File: src/rtl/scalar_register.sv
// Enable-gated N-bit storage register for one scalar operand.
// Synchronous active-high reset clears it; output comes straight from the flop.
module scalar_register #(
    parameter int N = 32
) (
    input  logic         clk,
    input  logic         rst,
    input  logic         en,
    input  logic [N-1:0] data_in,
    output logic [N-1:0] data_out
);

    // Reset takes priority over a simultaneous write.
    always_ff @(posedge clk) begin
        if (rst) begin
            data_out <= '0;
        end else if (en) begin
            data_out <= data_in;
        end
    end

endmodule

File: config.mk
export PLATFORM = sky130hd
export DESIGN_NAME = scalar_register
export DESIGN_NICKNAME = d
export VERILOG_FILES = /design/src/rtl/scalar_register.sv
export SDC_FILE = /design/constraint.sdc
export NUM_CORES = 1
export LEC_CHECK = 0
export ABC_CLOCK_PERIOD_IN_PS = 1600
export BUFFER_PORTS_ARGS = -buffer_cell sky130_fd_sc_hd__buf_4
export CORE_MARGIN = 1
export CORE_UTILIZATION = 45
export DETAILED_ROUTE_END_ITERATION = 6
export PLACE_DENSITY_LB_ADDON = 0.3
export SLEW_MARGIN = 20
export SYNTH_ARGS = -nofsm -noshare
export SYNTH_HDL_FRONTEND = slang
export SYNTH_SLANG_ARGS = --single-unit
File: constraint.sdc
create_clock -name clk -period 1.6 [get_ports clk]
set_clock_uncertainty 0.1 [all_clocks]
set_input_delay 0.32 -clock clk [delete_from_list [all_inputs] [get_ports clk]]
set_output_delay 0.32 -clock clk [all_outputs]
set_load 0.05 [all_outputs]
==> reports/results.txt <==
Levels on crit path - 1
GP Congestion - 0.684
Ys Warns - 0
Netlist cell types - 6
drc violations - 0
TritonCTS clock tree - done
initial core utilization - 47.4%
Worst Setup Start Kind - flip-flop
clock-pin slew on the worst setup and hold paths - 90 ps
slowest cell on the critical path - dfxtp_1
share of cells above drive strength 1 - 42.7%
first-pass GRT wire length - 3.47 mm
largest net degree at the start of global routing - 33
CP Capture Type - output pin
EDFF count, synth - 0
Core Box Area - 2450 um^2
Worst EP required - 1180 ps
max incr delay on CP - 360 ps
Slew Limit Fails - 0
max_cap viols - 0
setup_tns - 0 ps
DP Wirelength - 1.69 mm
CTS max path bufs - 2
Tot GR Track Use - 17.5%
cell family with most CP delay - flip-flops
Critical Path AT - 860 ps
die area - 2790 um^2
CTS Buf Count - 5
LEAKAGE - 0.884 nW
Total Wirelength - 2.34 mm
Antenna Cells - 0
Post-CTS Resized - 0
post-DR wirelength/cell - 11.7 um
worst vdd ir - 797 uV
crit path max fanout - 2
Top Registers - data_out (32)
hold_buf cts - 0
Vias per Instance - 4.73
Fmax - 781 MHz
initial antenna violation count - 0
Most flops, register - data_out
hold depth - 3
Pwr Total - 1.73 mW
Mapped Nets - 138
Layout area overhead - 45.5%
Die Ht - 52.9 um
commonest cells in the netlist - dfxtp_1 (32), mux2i_1 (32), nor2_1 (32), buf_12 (3), clkbuf_1 (3)
row cnt - 18
remaining global-route overflow - 0
clock tree sinks - 32
Final setup viols - 0
hold crit path type - in -> reg
via count - 951
Boundary Pins - 67
Post-CTS Setup Inserts - 0
max FFs per register - 32
Worst Max-Slew Pin Slew - 306 ps
Pre-antenna DRT Iters - 4
Port Buf Inserts - 66
Mapped Area - 1160 um^2
root buf cell - clkbuf_4
Primary FF master, synth - dfxtp_1
min cycle time layout - 1280 ps
fraction of registers with async set/reset - 0%
sequential area share after synthesis - 55.1%
cell count after synthesis - 103
outcome - finished, final reports clean
Cell Chain, Critical Path - buf_4
Starting DRT DRC Count - 15
top-area cell type share of the netlist area - 55.1%
total power per unit cell area - 1020 nW/um^2
top post-synthesis cells by area - dfxtp_1 (55%), mux2i_1 (28%), nor2_1 (10%)
R2R cell count - 2
Yosys reg bits - 32
Die X - 52.9 um
period utilization - 80.0%
RSZ-0062 raised after global routing - no
critical path class - reg -> out
antenna-violating nets left - 0
clock latency on the worst-skew pair - 300 ps
H-tree depth - 2
Synth area leader - dfxtp_1
hold_ws - 147 ps
layout net count - 205
Fillers - 205
Worst slew margin - 79.6%
vias in the first global route - 848
Syn Area/Cell - 11.3 um^2
sum of buffers and inverters on the critical path - 1
final hold violations - 0
==> cells in the final DEF, fill, tap and decap left out <==
cell type / count
buf_4: 66
dfxtp_1: 32
mux2i_1: 32
clkbuf_8: 1
nor2_1: 32
buf_12: 1
clkbuf_4: 5
clkbuf_1: 2
==> routing by layer <==
| layer | track usage (%) | wire (um) |
|---|---|---|
| met5 | 0 | 0 |
| met4 | 7.89 | 20 |
| met3 | 6.03 | 143 |
| met2 | 30.2 | 1190 |
| met1 | 19.3 | 989 |
==> logic make-up (layout without fill, tap and decap cells) <==
group / count (synthesis) / count (layout) / synth area share, %
AND/OR/NAND/NOR: 32 / 32 / 10.3
buffers and inverters: 7 / 75 / 7.10
multiplexers: 32 / 32 / 27.5
flip-flops: 32 / 32 / 55.1
==> through the flow <==
stage	instances	setup WS, ps	instance area (um^2)	util [%]
after floorplan	103	578	1160	-
after global placement	193	469	1630	66.6
after detailed placement	193	416	1630	66.6
after CTS	201	300	1690	69.0
after global routing	201	256	1690	69.0
final	201	319	1690	69.0
==> power by group <==
part	internal [mW]	total (mW)	leakage (nW)	switching [mW]
registers	0.844	0.868	0.264	0.0244
logic	0.162	0.414	0.588	0.252
clock network	0.217	0.449	0.0326	0.233
total	1.22	1.73	0.884	0.509
==> path summary, 6_finish.rpt <==
check	startpoint	to	slack, ps
max	data_out[13]	data_out[13]	320
min	data_in[16]	data_out[16]	150
max reg2reg	data_out[18]	data_out[18]	830
min reg2reg	data_out[5]	data_out[5]	400
==> final cells by class <==
| class | count | area [um^2] | area share [%] |
|---|---|---|---|
| clock buffers | 8 | 58.8 | 3.47 |
| multi-input cells | 64 | 440 | 26.0 |
| flip-flops and latches | 32 | 641 | 37.8 |
| well taps | 30 | 37.5 | 2.22 |
| repair buffers | 67 | 515 | 30.5 |
(Power assumes the default switching activity.)
